File: src/rtl/fwd_hazard_unit_if.sv
// Issue/hazard bundle between the ID stage and fwd_hazard_unit.
// Optional stall counter signal exists only when FWD_STALL_CNT_EN is defined.
interface fwd_hazard_unit_if #(
    parameter int ADDR_W = 2
`ifdef FWD_STALL_CNT_EN
    , parameter int CNT_W = 16
`endif
);
    logic              id_valid;
    logic [ADDR_W-1:0] id_rs;
    logic [ADDR_W-1:0] id_rt;
    logic              id_rs_used;
    logic              id_rt_used;
    logic [ADDR_W-1:0] id_rd;
    logic              id_reg_write;
    logic              id_mem_read;
    logic              mem_busy;
    logic              flush;
    logic              stall_if_id;
    logic              bubble_ex;
    logic [1:0]        fwd_a;
    logic [1:0]        fwd_b;
`ifdef FWD_STALL_CNT_EN
    logic [CNT_W-1:0]  stall_cnt;
`endif

    // Pipeline side: presents issue info, consumes stall/forward controls
    modport master (
`ifdef FWD_STALL_CNT_EN
        input  stall_cnt,
`endif
        output id_valid, id_rs, id_rt, id_rs_used, id_rt_used,
        output id_rd, id_reg_write, id_mem_read, mem_busy, flush,
        input  stall_if_id, bubble_ex, fwd_a, fwd_b
    );

    // Hazard unit side
    modport slave (
`ifdef FWD_STALL_CNT_EN
        output stall_cnt,
`endif
        input  id_valid, id_rs, id_rt, id_rs_used, id_rt_used,
        input  id_rd, id_reg_write, id_mem_read, mem_busy, flush,
        output stall_if_id, bubble_ex, fwd_a, fwd_b
    );
endinterface

File: src/rtl/fwd_hazard_unit.sv
// Forwarding + load-use hazard controller with an internal shadow pipeline
// (EX, then MEM/WB/WB1 holding only {v,rd,wr}) fed from ID issue info.
// Optional feature macro: FWD_STALL_CNT_EN adds a saturating stall counter.
module fwd_hazard_unit #(
    parameter int ADDR_W   = 2,
    parameter int NUM_FWD  = 2,
    parameter int ZERO_REG = 0
`ifdef FWD_STALL_CNT_EN
    , parameter int CNT_W  = 16
`endif
) (
    input  logic             clk,
    input  logic             reset_n,
    fwd_hazard_unit_if.slave bus
);
    // Only the stages that can be forward sources are kept.
    localparam int NS = NUM_FWD;

    logic              ex_v_reg, ex_rs_used_reg, ex_rt_used_reg, ex_wr_reg, ex_ld_reg;
    logic [ADDR_W-1:0] ex_rs_reg, ex_rt_reg, ex_rd_reg;

    // Index 1 = MEM, 2 = WB, 3 = WB1; the index is also the forward select code.
    logic [NS:1]       bk_v_reg;
    logic [NS:1]       bk_wr_reg;
    logic [ADDR_W-1:0] bk_rd_reg [1:NS];

    logic       lu, kill_ex, stall_int, bubble_int;
    logic [NS:1] hit_a, hit_b;
    logic [1:0] fwd_a_sel, fwd_b_sel;

    function automatic logic src_match(input logic v, input logic wr,
                                       input logic [ADDR_W-1:0] rd,
                                       input logic [ADDR_W-1:0] r);
        return v && wr && (rd == r) && !((ZERO_REG != 0) && (r == '0));
    endfunction

    assign lu = ex_v_reg && ex_ld_reg && bus.id_valid &&
                ((bus.id_rs_used && src_match(ex_v_reg, ex_wr_reg, ex_rd_reg, bus.id_rs)) ||
                 (bus.id_rt_used && src_match(ex_v_reg, ex_wr_reg, ex_rd_reg, bus.id_rt)));

    // A flush outranks a load-use; both turn the ID instruction into an EX bubble.
    assign kill_ex = bus.flush || lu;

    // Outputs are forced low while reset is held so a pending stall drops immediately.
    assign stall_int  = reset_n && (bus.mem_busy || (!bus.flush && lu));
    assign bubble_int = reset_n && !bus.mem_busy && kill_ex;

    genvar gi;
    generate
        for (gi = 1; gi <= NS; gi++) begin : g_src
            assign hit_a[gi] = ex_v_reg && ex_rs_used_reg &&
                               src_match(bk_v_reg[gi], bk_wr_reg[gi], bk_rd_reg[gi], ex_rs_reg);
            assign hit_b[gi] = ex_v_reg && ex_rt_used_reg &&
                               src_match(bk_v_reg[gi], bk_wr_reg[gi], bk_rd_reg[gi], ex_rt_reg);
        end
    endgenerate

    // Nearest matching stage wins: scan far-to-near so the nearest hit is written last.
    always_comb begin
        fwd_a_sel = 2'd0;
        fwd_b_sel = 2'd0;
        for (int i = NS; i >= 1; i--) begin
            if (hit_a[i]) fwd_a_sel = 2'(i);
            if (hit_b[i]) fwd_b_sel = 2'(i);
        end
    end

    assign bus.stall_if_id = stall_int;
    assign bus.bubble_ex   = bubble_int;
    assign bus.fwd_a       = fwd_a_sel;
    assign bus.fwd_b       = fwd_b_sel;

    // Shadow pipeline advance: frozen on mem_busy, EX takes ID or a bubble otherwise.
    always_ff @(posedge clk or negedge reset_n) begin
        if (!reset_n) begin
            ex_v_reg       <= 1'b0;
            ex_rs_reg      <= '0;
            ex_rt_reg      <= '0;
            ex_rs_used_reg <= 1'b0;
            ex_rt_used_reg <= 1'b0;
            ex_rd_reg      <= '0;
            ex_wr_reg      <= 1'b0;
            ex_ld_reg      <= 1'b0;
            for (int i = 1; i <= NS; i++) begin
                bk_v_reg[i]  <= 1'b0;
                bk_wr_reg[i] <= 1'b0;
                bk_rd_reg[i] <= '0;
            end
        end else if (!bus.mem_busy) begin
            ex_v_reg       <= bus.id_valid && !kill_ex;
            ex_rs_reg      <= bus.id_rs;
            ex_rt_reg      <= bus.id_rt;
            ex_rs_used_reg <= bus.id_rs_used;
            ex_rt_used_reg <= bus.id_rt_used;
            ex_rd_reg      <= bus.id_rd;
            ex_wr_reg      <= bus.id_reg_write;
            ex_ld_reg      <= bus.id_mem_read;
            bk_v_reg[1]    <= ex_v_reg;
            bk_wr_reg[1]   <= ex_wr_reg;
            bk_rd_reg[1]   <= ex_rd_reg;
            for (int i = 2; i <= NS; i++) begin
                bk_v_reg[i]  <= bk_v_reg[i-1];
                bk_wr_reg[i] <= bk_wr_reg[i-1];
                bk_rd_reg[i] <= bk_rd_reg[i-1];
            end
        end
    end

`ifdef FWD_STALL_CNT_EN
    logic [CNT_W-1:0] stall_cnt_reg;

    // Count every cycle IF/ID is held, saturating at all-ones.
    always_ff @(posedge clk or negedge reset_n) begin
        if (!reset_n)
            stall_cnt_reg <= '0;
        else if (stall_int && (stall_cnt_reg != '1))
            stall_cnt_reg <= stall_cnt_reg + 1'b1;
    end

    assign bus.stall_cnt = stall_cnt_reg;
`endif
endmodule

File: src/flat_wrapper.sv
// flat-port wrapper written by rule: the top's interface ports become plain ports
module fwd_hazard_unit_flat 
#(
    parameter int ADDR_W   = 2,
    parameter int NUM_FWD  = 2,
    parameter int ZERO_REG = 0

)
  (clk, reset_n, bus_id_valid, bus_id_rs, bus_id_rt, bus_id_rs_used, bus_id_rt_used, bus_id_rd, bus_id_reg_write, bus_id_mem_read, bus_mem_busy, bus_flush, bus_stall_if_id, bus_bubble_ex, bus_fwd_a, bus_fwd_b);
  fwd_hazard_unit_if #(.ADDR_W(ADDR_W)) bus_i ();
  input  logic clk;
  input  logic reset_n;
  input wire logic [$bits(bus_i.id_valid)-1:0] bus_id_valid;
  input wire logic [$bits(bus_i.id_rs)-1:0] bus_id_rs;
  input wire logic [$bits(bus_i.id_rt)-1:0] bus_id_rt;
  input wire logic [$bits(bus_i.id_rs_used)-1:0] bus_id_rs_used;
  input wire logic [$bits(bus_i.id_rt_used)-1:0] bus_id_rt_used;
  input wire logic [$bits(bus_i.id_rd)-1:0] bus_id_rd;
  input wire logic [$bits(bus_i.id_reg_write)-1:0] bus_id_reg_write;
  input wire logic [$bits(bus_i.id_mem_read)-1:0] bus_id_mem_read;
  input wire logic [$bits(bus_i.mem_busy)-1:0] bus_mem_busy;
  input wire logic [$bits(bus_i.flush)-1:0] bus_flush;
  output wire logic [$bits(bus_i.stall_if_id)-1:0] bus_stall_if_id;
  output wire logic [$bits(bus_i.bubble_ex)-1:0] bus_bubble_ex;
  output wire logic [$bits(bus_i.fwd_a)-1:0] bus_fwd_a;
  output wire logic [$bits(bus_i.fwd_b)-1:0] bus_fwd_b;
  assign bus_i.id_valid = bus_id_valid;
  assign bus_i.id_rs = bus_id_rs;
  assign bus_i.id_rt = bus_id_rt;
  assign bus_i.id_rs_used = bus_id_rs_used;
  assign bus_i.id_rt_used = bus_id_rt_used;
  assign bus_i.id_rd = bus_id_rd;
  assign bus_i.id_reg_write = bus_id_reg_write;
  assign bus_i.id_mem_read = bus_id_mem_read;
  assign bus_i.mem_busy = bus_mem_busy;
  assign bus_i.flush = bus_flush;
  assign bus_stall_if_id = bus_i.stall_if_id;
  assign bus_bubble_ex = bus_i.bubble_ex;
  assign bus_fwd_a = bus_i.fwd_a;
  assign bus_fwd_b = bus_i.fwd_b;
  fwd_hazard_unit #(.ADDR_W(ADDR_W), .NUM_FWD(NUM_FWD), .ZERO_REG(ZERO_REG)) u_core (.clk(clk), .reset_n(reset_n), .bus(bus_i));
endmodule
File: config.mk
export PLATFORM = sky130hd
export DESIGN_NAME = fwd_hazard_unit_flat
export DESIGN_NICKNAME = d
export VERILOG_FILES = /design/src/rtl/fwd_hazard_unit_if.sv /design/src/rtl/fwd_hazard_unit.sv /design/src/flat_wrapper.sv
export SDC_FILE = /design/constraint.sdc
export NUM_CORES = 1
export LEC_CHECK = 0
export CORE_MARGIN = 3
export CORE_UTILIZATION = 60
export DETAILED_ROUTE_END_ITERATION = 10
export DONT_BUFFER_PORTS = 1
export HOLD_SLACK_MARGIN = 0.03
export PLACE_DENSITY = 0.76
export SLEW_MARGIN = 10
export SYNTH_ARGS = -nofsm -noshare
export SYNTH_HDL_FRONTEND = slang
export SYNTH_SLANG_ARGS = --single-unit
File: constraint.sdc
create_clock -name clk -period 1.3 [get_ports clk]
set_input_delay 0.195 -clock clk [delete_from_list [all_inputs] [get_ports clk]]
set_output_delay 0.195 -clock clk [all_outputs]
set_load 0.02 [all_outputs]
==> reports/results.txt <==
Initial Utilization: 69.1%
Reg clk slew, reported paths: 0.11 ns
Xor and xnor area share after synthesis: 10.9%
Gr usage total: 21.0%
Final ANT Viol Nets: 0
Min Hold Slack: 0.0331 ns
Layout cell share with drive strength beyond 1: 46.8%
Ports: 21
Largest net degree at the start of global routing: 24
Violated checks: negative setup slack
Remaining Overflow, GRT: 0
Vias per cell: 6.21
Main combinational cell family by area after synthesis: multiplexers
CTS tree: yes
DIE AREA: 0.00213 mm^2
Post-synth cell types: 20
WP data required: 1.11 ns
Synth warnings: 0
Mux cell area share after synthesis: 21.0%
Dpl hpwl: 1.34 mm
Post-route setup slack: -0.338 ns
Clk sinks: 19
Post-synthesis adder-cell area fraction: 0%
Vias in the first global route: 679
Total power: 1.34 mW
# rows: 13
PwrDens: 1090 mW/mm^2
CP bufs+invs: 1
Post-placement cell area: 0.00101 mm^2
Max rail drop VDD: 0.00107 V
Status: finished, violations left
Syn_nets: 92
CTS Buf Count: 3
Syn avg cell area: 12.6 um^2
Post-synth top area cell: dfrtp_1
Cell family with most CP delay: flip-flops
Die height: 46.2 um
Crit path launch type: register
Drt pass-1 iters: 6
Post-Layout Inst Area: 0.00122 mm^2
RSZ-0062 raised after global routing: yes
Number of flip-flops in the largest register: 4
Starting DRT DRC Count: 17
Worst R2R Setup Slack: 0.11 ns
Post-Syn Instances: 77
Initial antenna violation count: 0
PortBufs: 0
Top-count cell post-synth: dfrtp_1
Yosys top cell area share: 49.2%
Nets: 110
Critical path type: register to output port
CTS max path bufs: 2
Max-slew violations: 0
Main flop type after synthesis: dfrtp_1
Area grow syn2layout: 26.4%
Minimum clock period: 1.64 ns
Root Buffer Master: clkbuf_4
F_max: 0.610 GHz
Clock skew after layout: 0.00841 ns
Worst-margin pin slew: 0.841 ns
Register area share after synthesis: 49.2%
Rel. slew slack: 43.7%
Worst setup EP type: output port
Leak: 0.522 nW
N_diodes: 0
DRC: 0
Synth Area in Simple Gates: 16.9%
Hold WC Path Type: input port to register
Period utilization: 126%
Complex-gate fraction of the synthesized area: 1.03%
Setup Viol. Count Final: 6
FFs w/ async S/R, synth: 100%
Worst-Skew Late Latency: 0.28 ns
Synth top area cells: dfrtp_1 49%, mux2_1 12%, mux2_2 9.3%
CP cell instances: xnor2_2 > nand2_2 > nor4_4 > buf_4
Arrival @ worst endpoint: 1.44 ns
Placer Congestion: 0.705
CP max stage delay: 0.46 ns
Core area: 0.00140 mm^2
H-tree levels: 1
Via count: 677
Synthesized area: 967 um^2
Crit-path max FO: 3
EDFF count, synth: 0
Maxcap violations: 0
Flops & latches, synth: 19
WL final: 2.06 mm
Die Wd: 46.2 um
Commonest cells post-synth: 19 x dfrtp_1, 10 x mux2_1, 8 x mux2_2
Slowest cell on the critical path: dfrtp_2
DR WL/cell: 18.9 um
Fin. Hold Viols: 0
First-pass GRT wire length: 3.12 mm
[where the power goes]
group	internal (mW)	switching (mW)
combinational	0.177	0.126
sequential	0.668	0.0822
clock	0.119	0.165
[routing by layer]
metal / share of wire, % / vias to the layer above / routed length, um / global-route usage, %
met2: 55 / 19 / 1130 / 36.8
li1: - / 317 / - / -
met1: 39 / 339 / 793 / 26.1
met5: 0 / - / 0 / 0
met4: 0.68 / 0 / 14 / 5.11
met3: 5.8 / 2 / 120 / 4.30
[cell families (layout without fill, tap and decap cells)]
| logic type | count (synthesis) | in the layout |
|---|---|---|
| AND/OR/NAND/NOR | 25 | 25 |
| buffers and inverters | 2 | 19 |
| multiplexers | 18 | 18 |
| XOR/XNOR | 12 | 12 |
| flip-flops | 19 | 19 |
| AO/OA/AOI/OAI | 1 | 1 |
[worst register-to-register path, cell delays in order (launching register included)]
cell     delay (ns)
dfrtp_1        0.39
buf_4          0.13
and4_4         0.22
nand3_1        0.09
a32o_1         0.26
[layout make-up]
class                   instances  area, um^2
repair buffers                 15         123
clock buffers                   4        26.3
fillers                        63         176
flip-flops and latches         19         480
well taps                      15        18.8
multi-input cells              56         574
[cell usage in the layout (no fill, tap or decap), drive strengths merged]
cell,synthesis,layout
dfrtp,19,19
mux2,18,18
buf,2,11
xnor2,6,6
nand3,6,6
xor2,6,6
nand4,4,4
dlygate4sd3,0,4
clkbuf,0,4
nand2,3,3
and3b,2,2
nor3,2,2
and2,2,2
and4,2,2
nor4,2,2
nand3b,1,1
nor3b,1,1
a32o,1,1
[path summary, 6_finish.rpt]
check / cells after the start / startpoint / endpoint
setup / recovery: 4 / u_core.ex_rt_reg[1]$_DFFE_PN0N_ / bus_fwd_b[1]
hold / removal: 1 / bus_id_mem_read / u_core.ex_ld_reg$_DFFE_PN0N_
setup reg to reg: 4 / u_core.ex_v_reg$_DFFE_PN0N_ / u_core.ex_v_reg$_DFFE_PN0N_
hold reg to reg: 1 / u_core.bk_wr_reg[2]$_DFFE_PN0N_ / u_core.bk_wr_reg[2]$_DFFE_PN0N_
max in group asynchronous: 1 / reset_n / u_core.ex_rd_reg[0]$_DFFE_PN0N_
min in group asynchronous: 1 / reset_n / u_core.bk_rd_reg[1]$_DFFE_PN0N_
[stage by stage]
step / TNS (ns) / std cells / setup WS (ns) / utilization, %
final: -1.34 / 109 / -0.338 / 87.4
after global routing: -1.88 / 109 / -0.416 / 87.4
after CTS: -1.30 / 104 / -0.353 / 82.2
after detailed placement: -0.110 / 93 / -0.0618 / 72.5
after global placement: -0.0287 / 93 / -0.0208 / 72.5
after floorplan: -0.0184 / 77 / -0.0184 / -
[timing repair]
action                                 CTS  global route
pin swaps                               12             2
setup endpoints to repair                6             6
endpoints found under the hold margin   19             3
setup buffers                            6             2
resized for setup                       14             6
hold buffers                             1             3
Power figures use the tool's default switching activity.
